--- src/rtl/lcd_text_controller.sv ---
// Purpose : HD44780 4-bit character LCD driver: power-on init, then text/clear with cursor tracking.
// Latency : each nibble = T_SETUP + T_EN_HIGH + T_NIB_GAP cycles, then post-byte/nibble wait.
// Backpr. : char_ready high only in IDLE (and not while a clear is requested or pending).
//
// Ports: clk, reset (async active-low); char_data/char_valid/char_ready upstream handshake;
//        clear_req single-cycle clear request; init_done; cur_col/cur_row cursor position;
//        LCD_RS/LCD_RW/LCD_EN/LCD_SF_D board LCD pins (LCD_RW tied low).
// Build option: define LCD_CURSOR_BLINK_EN to enable cursor + blink (display control 0x0F
//               instead of 0x0C).
module lcd_text_controller #(
    parameter int COLS      = 16,
    parameter int ROWS      = 2,
    parameter int T_POWERON = 750000,
    parameter int T_INIT1   = 205000,
    parameter int T_INIT2   = 5000,
    parameter int T_SETUP   = 2,
    parameter int T_EN_HIGH = 12,
    parameter int T_NIB_GAP = 50,
    parameter int T_CMD     = 2000,
    parameter int T_CLEAR   = 82000
) (
    input  logic                                      clk,
    input  logic                                      reset,
    input  logic [7:0]                                char_data,
    input  logic                                      char_valid,
    output logic                                      char_ready,
    input  logic                                      clear_req,
    output logic                                      init_done,
    output logic [((COLS > 1) ? $clog2(COLS) : 1)-1:0] cur_col,
    output logic                                      cur_row,
    output logic                                      LCD_RS,
    output logic                                      LCD_RW,
    output logic                                      LCD_EN,
    output logic [3:0]                                LCD_SF_D
);
    localparam int CW = (COLS > 1) ? $clog2(COLS) : 1;

    function automatic int max2(input int a, input int b);
        return (a > b) ? a : b;
    endfunction

    localparam int TMAX = max2(max2(max2(T_POWERON, T_INIT1), max2(T_INIT2, T_SETUP)),
                               max2(max2(T_EN_HIGH, T_NIB_GAP), max2(T_CMD, T_CLEAR)));
    localparam int CNTW = $clog2(TMAX + 1);

    // Counter reload values are N-1 so that every phase lasts exactly N cycles.
    localparam logic [CNTW-1:0] C_POWERON = CNTW'(T_POWERON - 1);
    localparam logic [CNTW-1:0] C_INIT1   = CNTW'(T_INIT1 - 1);
    localparam logic [CNTW-1:0] C_INIT2   = CNTW'(T_INIT2 - 1);
    localparam logic [CNTW-1:0] C_SETUP   = CNTW'(T_SETUP - 1);
    localparam logic [CNTW-1:0] C_EN      = CNTW'(T_EN_HIGH - 1);
    localparam logic [CNTW-1:0] C_GAP     = CNTW'(T_NIB_GAP - 1);
    localparam logic [CNTW-1:0] C_CMD     = CNTW'(T_CMD - 1);
    localparam logic [CNTW-1:0] C_CLEAR   = CNTW'(T_CLEAR - 1);

`ifdef LCD_CURSOR_BLINK_EN
    localparam logic [7:0] DISP_CTRL = 8'h0F;
`else
    localparam logic [7:0] DISP_CTRL = 8'h0C;
`endif

    typedef enum logic [2:0] {PWR_WAIT, INIT_NIB, CFG, IDLE, WRITE, ADV, ADDR, CLEAR} state_t;
    typedef enum logic [1:0] {PH_SETUP, PH_EN, PH_GAP, PH_WAIT} phase_t;

    state_t          state;
    phase_t          ph;
    logic [CNTW-1:0] cnt;
    logic [1:0]      idx;
    logic [7:0]      tx_dat;
    logic            tx_single;  // one nibble only (init wake-up nibbles)
    logic            tx_lo;      // low nibble of a byte is in flight
    logic [CNTW-1:0] tx_wait;
    logic            clr_pend;
    logic            next_row;
    logic            col_last;

    assign LCD_RW     = 1'b0;
    assign char_ready = (state == IDLE) && !clear_req && !clr_pend;
    assign next_row   = (ROWS > 1) ? ~cur_row : 1'b0;
    assign col_last   = (cur_col == CW'(COLS - 1));

    function automatic logic [7:0] addr_cmd(input logic row);
        return row ? 8'hC0 : 8'h80;
    endfunction

    function automatic logic [7:0] init_nib(input logic [1:0] i);
        return (i == 2'd3) ? 8'h02 : 8'h03;
    endfunction

    function automatic logic [CNTW-1:0] init_wait(input logic [1:0] i);
        case (i)
            2'd0:    return C_INIT1;
            2'd1:    return C_INIT2;
            default: return C_CMD;
        endcase
    endfunction

    function automatic logic [7:0] cfg_byte(input logic [1:0] i);
        case (i)
            2'd0:    return 8'h28;
            2'd1:    return 8'h06;
            2'd2:    return DISP_CTRL;
            default: return 8'h01;
        endcase
    endfunction

    function automatic logic [CNTW-1:0] cfg_wait(input logic [1:0] i);
        return (i == 2'd3) ? C_CLEAR : C_CMD;
    endfunction

    // Load a new transfer; D/RS are presented now, EN rises after the setup phase.
    task automatic start_tx(input logic [7:0] b, input logic rs, input logic single,
                            input logic [CNTW-1:0] w);
        tx_dat    <= b;
        tx_single <= single;
        tx_lo     <= 1'b0;
        tx_wait   <= w;
        LCD_RS    <= rs;
        LCD_SF_D  <= single ? b[3:0] : b[7:4];
        ph        <= PH_SETUP;
        cnt       <= C_SETUP;
    endtask

    always_ff @(posedge clk or negedge reset) begin
        if (!reset) begin
            state     <= PWR_WAIT;
            ph        <= PH_SETUP;
            cnt       <= C_POWERON;
            idx       <= 2'd0;
            tx_dat    <= 8'h00;
            tx_single <= 1'b0;
            tx_lo     <= 1'b0;
            tx_wait   <= '0;
            clr_pend  <= 1'b0;
            init_done <= 1'b0;
            cur_col   <= '0;
            cur_row   <= 1'b0;
            LCD_RS    <= 1'b0;
            LCD_EN    <= 1'b0;
            LCD_SF_D  <= 4'h0;
        end else begin
            if (clear_req && state != IDLE)
                clr_pend <= 1'b1;
            case (state)
                PWR_WAIT: begin
                    if (cnt == '0) begin
                        state <= INIT_NIB;
                        idx   <= 2'd0;
                        start_tx(init_nib(2'd0), 1'b0, 1'b1, init_wait(2'd0));
                    end else begin
                        cnt <= cnt - 1'b1;
                    end
                end
                IDLE: begin
                    if (clear_req || clr_pend) begin
                        clr_pend <= 1'b0;
                        state    <= CLEAR;
                        start_tx(8'h01, 1'b0, 1'b0, C_CLEAR);
                    end else if (char_valid) begin
                        if (char_data == 8'h0A) begin
                            // Newline writes nothing; it only moves the cursor.
                            cur_col <= '0;
                            cur_row <= next_row;
                            state   <= ADDR;
                            start_tx(addr_cmd(next_row), 1'b0, 1'b0, C_CMD);
                        end else begin
                            state <= WRITE;
                            start_tx(char_data, 1'b1, 1'b0, C_CMD);
                        end
                    end
                end
                ADV: begin
                    if (col_last) begin
                        cur_col <= '0;
                        cur_row <= next_row;
                        state   <= ADDR;
                        start_tx(addr_cmd(next_row), 1'b0, 1'b0, C_CMD);
                    end else begin
                        cur_col <= cur_col + CW'(1);
                        state   <= IDLE;
                    end
                end
                default: begin
                    // Transfer engine shared by INIT_NIB, CFG, WRITE, ADDR and CLEAR.
                    case (ph)
                        PH_SETUP: begin
                            if (cnt == '0) begin
                                LCD_EN <= 1'b1;
                                ph     <= PH_EN;
                                cnt    <= C_EN;
                            end else cnt <= cnt - 1'b1;
                        end
                        PH_EN: begin
                            if (cnt == '0) begin
                                LCD_EN <= 1'b0;
                                ph     <= PH_GAP;
                                cnt    <= C_GAP;
                            end else cnt <= cnt - 1'b1;
                        end
                        PH_GAP: begin
                            if (cnt == '0) begin
                                if (!tx_single && !tx_lo) begin
                                    tx_lo    <= 1'b1;
                                    LCD_SF_D <= tx_dat[3:0];
                                    ph       <= PH_SETUP;
                                    cnt      <= C_SETUP;
                                end else begin
                                    ph  <= PH_WAIT;
                                    cnt <= tx_wait;
                                end
                            end else cnt <= cnt - 1'b1;
                        end
                        PH_WAIT: begin
                            if (cnt != '0) begin
                                cnt <= cnt - 1'b1;
                            end else begin
                                case (state)
                                    INIT_NIB: begin
                                        if (idx == 2'd3) begin
                                            state <= CFG;
                                            idx   <= 2'd0;
                                            start_tx(cfg_byte(2'd0), 1'b0, 1'b0, cfg_wait(2'd0));
                                        end else begin
                                            idx <= idx + 2'd1;
                                            start_tx(init_nib(idx + 2'd1), 1'b0, 1'b1,
                                                     init_wait(idx + 2'd1));
                                        end
                                    end
                                    CFG: begin
                                        if (idx == 2'd3) begin
                                            state     <= IDLE;
                                            init_done <= 1'b1;
                                        end else begin
                                            idx <= idx + 2'd1;
                                            start_tx(cfg_byte(idx + 2'd1), 1'b0, 1'b0,
                                                     cfg_wait(idx + 2'd1));
                                        end
                                    end
                                    WRITE: state <= ADV;
                                    ADDR:  state <= IDLE;
                                    default: begin
                                        cur_col <= '0;
                                        cur_row <= 1'b0;
                                        state   <= IDLE;
                                    end
                                endcase
                            end
                        end
                        default: ph <= PH_SETUP;
                    endcase
                end
            endcase
        end
    end
endmodule

--- config.mk ---
export PLATFORM = sky130hd
export DESIGN_NAME = lcd_text_controller
export DESIGN_NICKNAME = d
export VERILOG_FILES = /design/src/rtl/lcd_text_controller.sv
export SDC_FILE = /design/constraint.sdc
export NUM_CORES = 1
export LEC_CHECK = 0
export CAP_MARGIN = 0
export CORE_MARGIN = 5
export CORE_UTILIZATION = 44
export CTS_CLUSTER_DIAMETER = 200
export DETAILED_ROUTE_END_ITERATION = 6
export GPL_TIMING_DRIVEN = 0
export PLACE_DENSITY_LB_ADDON = 0.2
export SYNTH_ARGS = -nofsm -noshare
export SYNTH_HDL_FRONTEND = slang
export SYNTH_SLANG_ARGS = --single-unit
--- constraint.sdc ---
create_clock -name clk -period 2.2 [get_ports clk]
set_clock_uncertainty 0.15 [all_clocks]
set_input_delay 0.33 -clock clk [delete_from_list [all_inputs] [get_ports clk]]
set_output_delay 0.33 -clock clk [all_outputs]
set_load 0.02 [all_outputs]
Yosys cells after proc, flatten, opt, wreduce, memory -nomap -nowiden
Index checks and enable logic that the tools add are counted.
{ "word_totals": {"register_bits": 66, "in_bits": 12, "out_inout_bits": 14, "elab_cells": 222} }
{ "classes": {"addsub": 3, "n_eq_ne": 41, "n_mux": 124, "n_bitwise": 5, "reduce_logical": 34} }
{ "ops": {"columns": ["operator", "n"], "rows": [
  ["$mux W20", 17],
  ["$pmux W20 S3", 2],
  ["$mux W4", 25],
  ["$pmux W20 S2", 2],
  ["$pmux W20 S4", 1],
  ["$pmux W18 S2", 1],
  ["$pmux W4 S3", 3],
  ["$mux W2", 15],
  ["$mux W1", 28],
  ["$mux W3", 8],
  ["$pmux W4 S2", 3],
  ["$logic_not A20 Y1", 1],
  ["$reduce_bool A20 Y1", 1],
  ["$sub A20 B1 Y20 const B", 1],
  ["$mux W18", 1],
  ["$pmux W3 S3", 2],
  ["$pmux W6 S3", 1],
  ["$reduce_and A9 Y1", 2],
  ["$mux W17", 1],
  ["$ne A5 B3 Y1 const B", 3],
  ["$reduce_and A7 Y1", 2],
  ["$ne A2 B2 Y1 const B", 6],
  ["$ne A3 B2 Y1 const B", 4],
  ["$ne A4 B4 Y1 const B", 3],
  ["40 further kinds", 74]
]} }

Logic depth before layout (Yosys ltp)
{ "logic_depth": {"depth_word": 8, "depth_mapped": 9, "depth_no_buf": 8} }

Least setup slack after synthesis
No wires, ideal clock.
{ "synth_timing": {"kind": "reg2reg", "from": "register cnt[9]", "to": "register cnt[19]", "setup_ns": 0.099, "t_arrival_ns": 2.135, "t_required_ns": 1.951, "setup_slack_ns": -0.184, "stages_incl_launch_ff": 6, "path_buffers": 0, "period_less_slack_ns": 2.384, "path_cell_list": "dfrtp_1 or4_1 or4_4 or3_4 o41ai_1 a21oi_1"} }
{ "synth_between": {"elab_chain_len": 4, "elab_cells_between_ends": 13, "classes_between": "add/sub: 1; eq/ne: 2; mux: 7; reduce/logical: 3"} }
{ "synth_lines": {"columns": ["element", "line", "source"], "rows": [
  ["from (decl)", "67", "logic [CNTW-1:0] cnt;"],
  ["from (signal assigned)", "151", "cnt <= cnt - 1'b1;"],
  ["from (signal assigned)", "191", "end else cnt <= cnt - 1'b1;"],
  ["from (signal assigned)", "198", "end else cnt <= cnt - 1'b1;"],
  ["$sub A20 B1 Y20 (tied with other cells)", null, null],
  ["$mux W20, on equally long branches", null, null],
  ["$pmux W20 S4", "185", "case (ph)"],
  ["$pmux W20 S3", "144", "case (state)"]
]} }
Several ways; a longest one is shown, not always the timed one.
A chain may end at the register's enable or synchronous reset.

Worst setup path in the final report
{ "layout_timing": {"from": "register cnt[5]", "to": "register cnt[19]"} }
Same word-level chain as after synthesis.

==> impl_metrics.xml <==
<?xml version="1.0" encoding="UTF-8"?>
<metrics>
  <group name="timing">
    <metric name="tightest_slew" unit="ns">0.762</metric>
    <metric name="clock.fmax" unit="MHz">406</metric>
    <metric name="finalHoldViolCount" unit="">0</metric>
    <metric name="setup-tns-final" unit="ns">-5.41</metric>
    <metric name="fraction_of_the_cycle_the_final_worst_path_needs" unit="">1.12</metric>
    <metric name="period_minus_slack" unit="ns">2.46</metric>
    <metric name="setup-violations-final" unit="">49</metric>
    <metric name="drv_slew" unit="">0</metric>
    <metric name="setup_slack" unit="ns">-0.261</metric>
    <metric name="hold-worst-slack" unit="ns">0.333</metric>
    <metric name="grt_setup_unrepaired" unit="">true</metric>
    <metric name="slew_headroom" unit="">0.492</metric>
  </group>
  <group name="pwr">
    <metric name="design_power_total" unit="mW">1.64</metric>
    <metric name="irDropWorstVdd" unit="mV">0.201</metric>
    <metric name="sequentialPowerShare" unit="">0.627</metric>
    <metric name="power_switching" unit="mW">0.364</metric>
    <metric name="leakage" unit="nW">2.08</metric>
    <metric name="cellInternalPower" unit="mW">1.28</metric>
    <metric name="clock_power_share" unit="">0.341</metric>
    <metric name="comb_power_share" unit="">0.032</metric>
    <metric name="switching_share" unit="">0.222</metric>
    <metric name="power.density_cell_area" unit="nW/um2">337</metric>
  </group>
  <group name="cts">
    <metric name="h_tree_depth" unit="">2</metric>
    <metric name="numCtsBuffers" unit="">5</metric>
    <metric name="tritoncts" unit="">yes</metric>
    <metric name="worst_skew_pair.late_latency" unit="ns">0.32</metric>
    <metric name="clk_transition_reported_paths" unit="ns">0.10</metric>
    <metric name="clkSinkCount" unit="">56</metric>
    <metric name="cts.path.max_buffers" unit="">2</metric>
    <metric name="cts_root_buffer" unit="">clkbuf_8</metric>
  </group>
  <group name="layout">
    <metric name="layout-drive-gt1-share" unit="">0.346</metric>
    <metric name="finish.net_count" unit="">509</metric>
    <metric name="area_growth" unit="%">40.9</metric>
    <metric name="postLayoutCellArea" unit="um2">4880</metric>
    <metric name="fillers" unit="">643</metric>
    <metric name="ff_latch_area" unit="um2">1420</metric>
    <metric name="antenna_cells_inserted" unit="">0</metric>
    <metric name="area_of_combinational_cells_with_multiple_inputs" unit="um2">2330</metric>
  </group>
  <group name="critical_path">
    <metric name="worst_r2r_startpoint" unit="">cnt[5]</metric>
    <metric name="cp_slowest_stage_delay" unit="ns">0.57</metric>
    <metric name="ff2ff_setup_slack" unit="ns">-0.26</metric>
    <metric name="timing.setup.critical_path_class" unit="">register to register</metric>
    <metric name="critPathLaunch" unit="">cnt[5]</metric>
    <metric name="timing.critical_path.from_type" unit="">register</metric>
    <metric name="required" unit="ns">2.31</metric>
    <metric name="endpoint_of_the_worst_setup_timing_path" unit="">cnt[19]</metric>
    <metric name="crit_path_cell_trace" unit="">or4_4 -&gt; or4_4 -&gt; or3_4 -&gt; nor3_2 -&gt; nand3b_1 -&gt; a21oi_2</metric>
    <metric name="crit_path_frequent_cell" unit="">or4_4</metric>
    <metric name="critical_path.max_fanout" unit="">4</metric>
    <metric name="worst_setup_path_end_kind" unit="">register</metric>
    <metric name="cp.arrival" unit="ns">2.57</metric>
    <metric name="crit-reg2reg-capture" unit="">cnt[19]</metric>
    <metric name="number_of_cells_on_the_worst_reg_to_reg_path" unit="">6</metric>
    <metric name="critical_path.slowest_cell" unit="">or4_4</metric>
  </group>
  <group name="global_routing">
    <metric name="largest_net_degree_at_the_start_of_global_routing" unit="">34</metric>
    <metric name="grt_pass1_wl" unit="um">17400</metric>
    <metric name="first_global_vias" unit="">3316</metric>
    <metric name="grt_overflow" unit="">0</metric>
    <metric name="grt_util_all_layers" unit="">0.222</metric>
    <metric name="antenna_found_initial" unit="">0</metric>
  </group>
  <group name="placed_design">
    <metric name="place.detailed.hpwl" unit="um">7040</metric>
    <metric name="port_buffers" unit="">24</metric>
    <metric name="globalplace.congestion" unit="">0.947</metric>
    <metric name="placedInstanceArea" unit="um2">3890</metric>
    <metric name="place_ws" unit="ns">-0.852</metric>
  </group>
  <group name="floorplanning">
    <metric name="num_rows" unit="">32</metric>
    <metric name="io-pin-count" unit="">26</metric>
    <metric name="die_area" unit="um2">9750</metric>
    <metric name="initial_utilization" unit="">0.451</metric>
    <metric name="floorplan.die.height" unit="um">98.7</metric>
    <metric name="floorplan.die.width" unit="um">98.7</metric>
    <metric name="core_area" unit="um2">7690</metric>
  </group>
  <group name="routing">
    <metric name="route.layer.met1.wl" unit="um">4660</metric>
    <metric name="drt_drc_violations_left" unit="">0</metric>
    <metric name="highest_layer" unit="">met4</metric>
    <metric name="drt-vias-per-instance" unit="">5.97</metric>
    <metric name="drt_first_iter_violations" unit="">295</metric>
    <metric name="dr_wl_met3" unit="um">691</metric>
    <metric name="ant_nets" unit="">0</metric>
    <metric name="first_pass_iters" unit="">5</metric>
    <metric name="drt-wirelength-per-cell" unit="um">18.8</metric>
    <metric name="wl" unit="um">11100</metric>
    <metric name="wl_met2" unit="um">5460</metric>
    <metric name="total_number_of_vias" unit="">3528</metric>
  </group>
  <group name="yosys">
    <metric name="yosysUniqueCellTypes" unit="">64</metric>
    <metric name="yosys.area.top_type" unit="">dfrtp_1</metric>
    <metric name="synthesis.nets" unit="">427</metric>
    <metric name="synth.ff_latch_count" unit="">56</metric>
    <metric name="number_of_warning_messages_in_the_yosys_log" unit="">0</metric>
    <metric name="synthesis.area" unit="um2">3460</metric>
    <metric name="synthTopCellsByArea" unit="">dfrtp_1 (31%), dfstp_2 (9.9%), a21oi_1 (6.8%), nor2_1 (4.6%), o21ai_0 (3.9%)</metric>
    <metric name="synthesis.area_per_instance" unit="um2">8.53</metric>
    <metric name="syn_inst" unit="">406</metric>
    <metric name="seq_area_frac_synth" unit="">0.409</metric>
    <metric name="synth-main-ff-cell" unit="">dfrtp_1</metric>
    <metric name="ys_async_sr_fraction" unit="">1.00</metric>
    <metric name="synth-edff-count" unit="">0</metric>
    <metric name="yosysTopAreaCellShare" unit="">0.311</metric>
  </group>
  <group name="job">
    <metric name="max_cap_viol_count" unit="">0</metric>
  </group>
  <group name="hold_path">
    <metric name="min-delay-path-class" unit="">register to register</metric>
  </group>
  <group name="status">
    <metric name="outcome" unit="">finished with violations</metric>
    <metric name="violations_in_the_final_reports" unit="">setup timing</metric>
  </group>
</metrics>
## metrics by stage
stage,instances,util
after floorplan,406,-
after global placement,532,0.504
after detailed placement,533,0.506
after CTS,567,0.583
after global routing,591,0.635
final,591,0.635
## metal layers
metal	global-route usage	vias up
met2	0.372	165
met3	0.0311	29
met4	0.0630	0
li1	-	1640
met1	0.300	1694
met5	0	-
## state kept, by name, summed over array words and instances, names as in the netlist
register,cells
cnt,20
tx_wait,10
LCD_SF_D,4
cur_col,4
tx_dat,4
state,3
idx,2
ph,2
LCD_EN,1
LCD_RS,1
clr_pend,1
cur_row,1
init_done,1
tx_lo,1
tx_single,1
## layout by cell type, fill, tap and decap left out, types with 4 or more instances in the layout
| cell type | instances |
|---|---|
| ha_1 | 8 |
| nor2_1 | 39 |
| nand3_2 | 4 |
| clkbuf_1 | 8 |
| nor3_4 | 6 |
| a21oi_2 | 5 |
| o21ai_0 | 20 |
| nand2_2 | 4 |
| clkdlybuf4s50_1 | 22 |
| dfrtp_2 | 4 |
| buf_6 | 13 |
| mux2_2 | 9 |
| a21oi_1 | 40 |
| dfrtp_1 | 39 |
| nand2_1 | 23 |
| nor4_1 | 4 |
| a21o_1 | 9 |
| nand3_1 | 11 |
| inv_1 | 13 |
| nor3_2 | 4 |
| buf_4 | 45 |
| nand2b_1 | 8 |
| nor3_1 | 8 |
| o21ai_1 | 11 |
| a31oi_1 | 6 |
| clkbuf_8 | 5 |
| nor2b_1 | 5 |
| dfstp_2 | 13 |
## synth_stat cells (3+ instances only)
| cell type | number |
|---|---|
| a21o_1 | 9 |
| a21oi_1 | 47 |
| a31oi_1 | 9 |
| and3_1 | 3 |
| buf_2 | 7 |
| clkbuf_1 | 13 |
| dfrtp_1 | 43 |
| dfstp_2 | 13 |
| ha_1 | 9 |
| inv_1 | 16 |
| mux2_2 | 9 |
| nand2_1 | 29 |
| nand2b_1 | 8 |
| nand3_1 | 18 |
| nand3b_1 | 3 |
| nor2_1 | 42 |
| nor2b_1 | 5 |
| nor3_1 | 15 |
| nor3b_1 | 3 |
| nor4_1 | 5 |
| o21a_1 | 3 |
| o21ai_0 | 27 |
| o21ai_1 | 6 |
| o22ai_1 | 4 |
| o31ai_1 | 3 |
| or3_1 | 4 |
| or4_1 | 4 |
| xor2_1 | 3 |
## worst min path at each step
stage	start	endpoint	slack (ns)	cells past startpoint
2_1_floorplan	reset	LCD_EN	-0.12	0
3_3_place_gp	init_done	init_done	0.31	1
3_5_place_dp	reset	cnt[6]	0.30	1
4_1_cts	init_done	init_done	0.34	1
5_1_grt	cnt[19]	cnt[19]	0.37	2
6_report	init_done	init_done	0.33	1
## cells by family after synthesis
logic type,count (synthesis),share of synthesized area
compound gates,130,0.227
xor+xnor,5,0.0126
fa+ha+maj,9,0.0325
buf+inv,37,0.0437
flops,56,0.409
mux,10,0.0322
other cells,1,0.00108
simple gates,158,0.242
## what timing repair did
action                                  in CTS  in global routing
resized for setup                           76                 49
endpoints found under the setup margin      56                 54
cloned                                       1                  0
hold buffers                                 1                  0
pin swaps                                   22                 21
buffers inserted                            28                 24
endpoints found under the hold margin       22                  0
## worst max-delay path: cells and delay by family (launching register included)
kind | cells | cell delay, ns
AND/OR/NAND/NOR | 5 | 1.72
flip-flops | 1 | 0.40
AO/OA/AOI/OAI | 1 | 0.13
## power by group through the flow
stage          Sequential [mW]  Combinational (mW)  Clock [mW]
3_5_place_dp              1.05              0.0518           0
3_3_place_gp              1.05              0.0486           0
4_1_cts                   1.03              0.0543       0.575
2_1_floorplan             1.05             0.00459           0
5_1_grt                   1.03              0.0595       0.627
6_report                  1.03              0.0528       0.560
## final cells by class
cell class              instances  area share
multi-input cells             313       0.477
flip-flops and latches         56       0.292
clock buffers                   7      0.0156
repair buffers                 79       0.148
plain buffers                  17      0.0272
clock inverters                 1     0.00103
inverters                      16      0.0128
well taps                     102      0.0262
No activity file was read; power rests on OpenSTA's default activity.
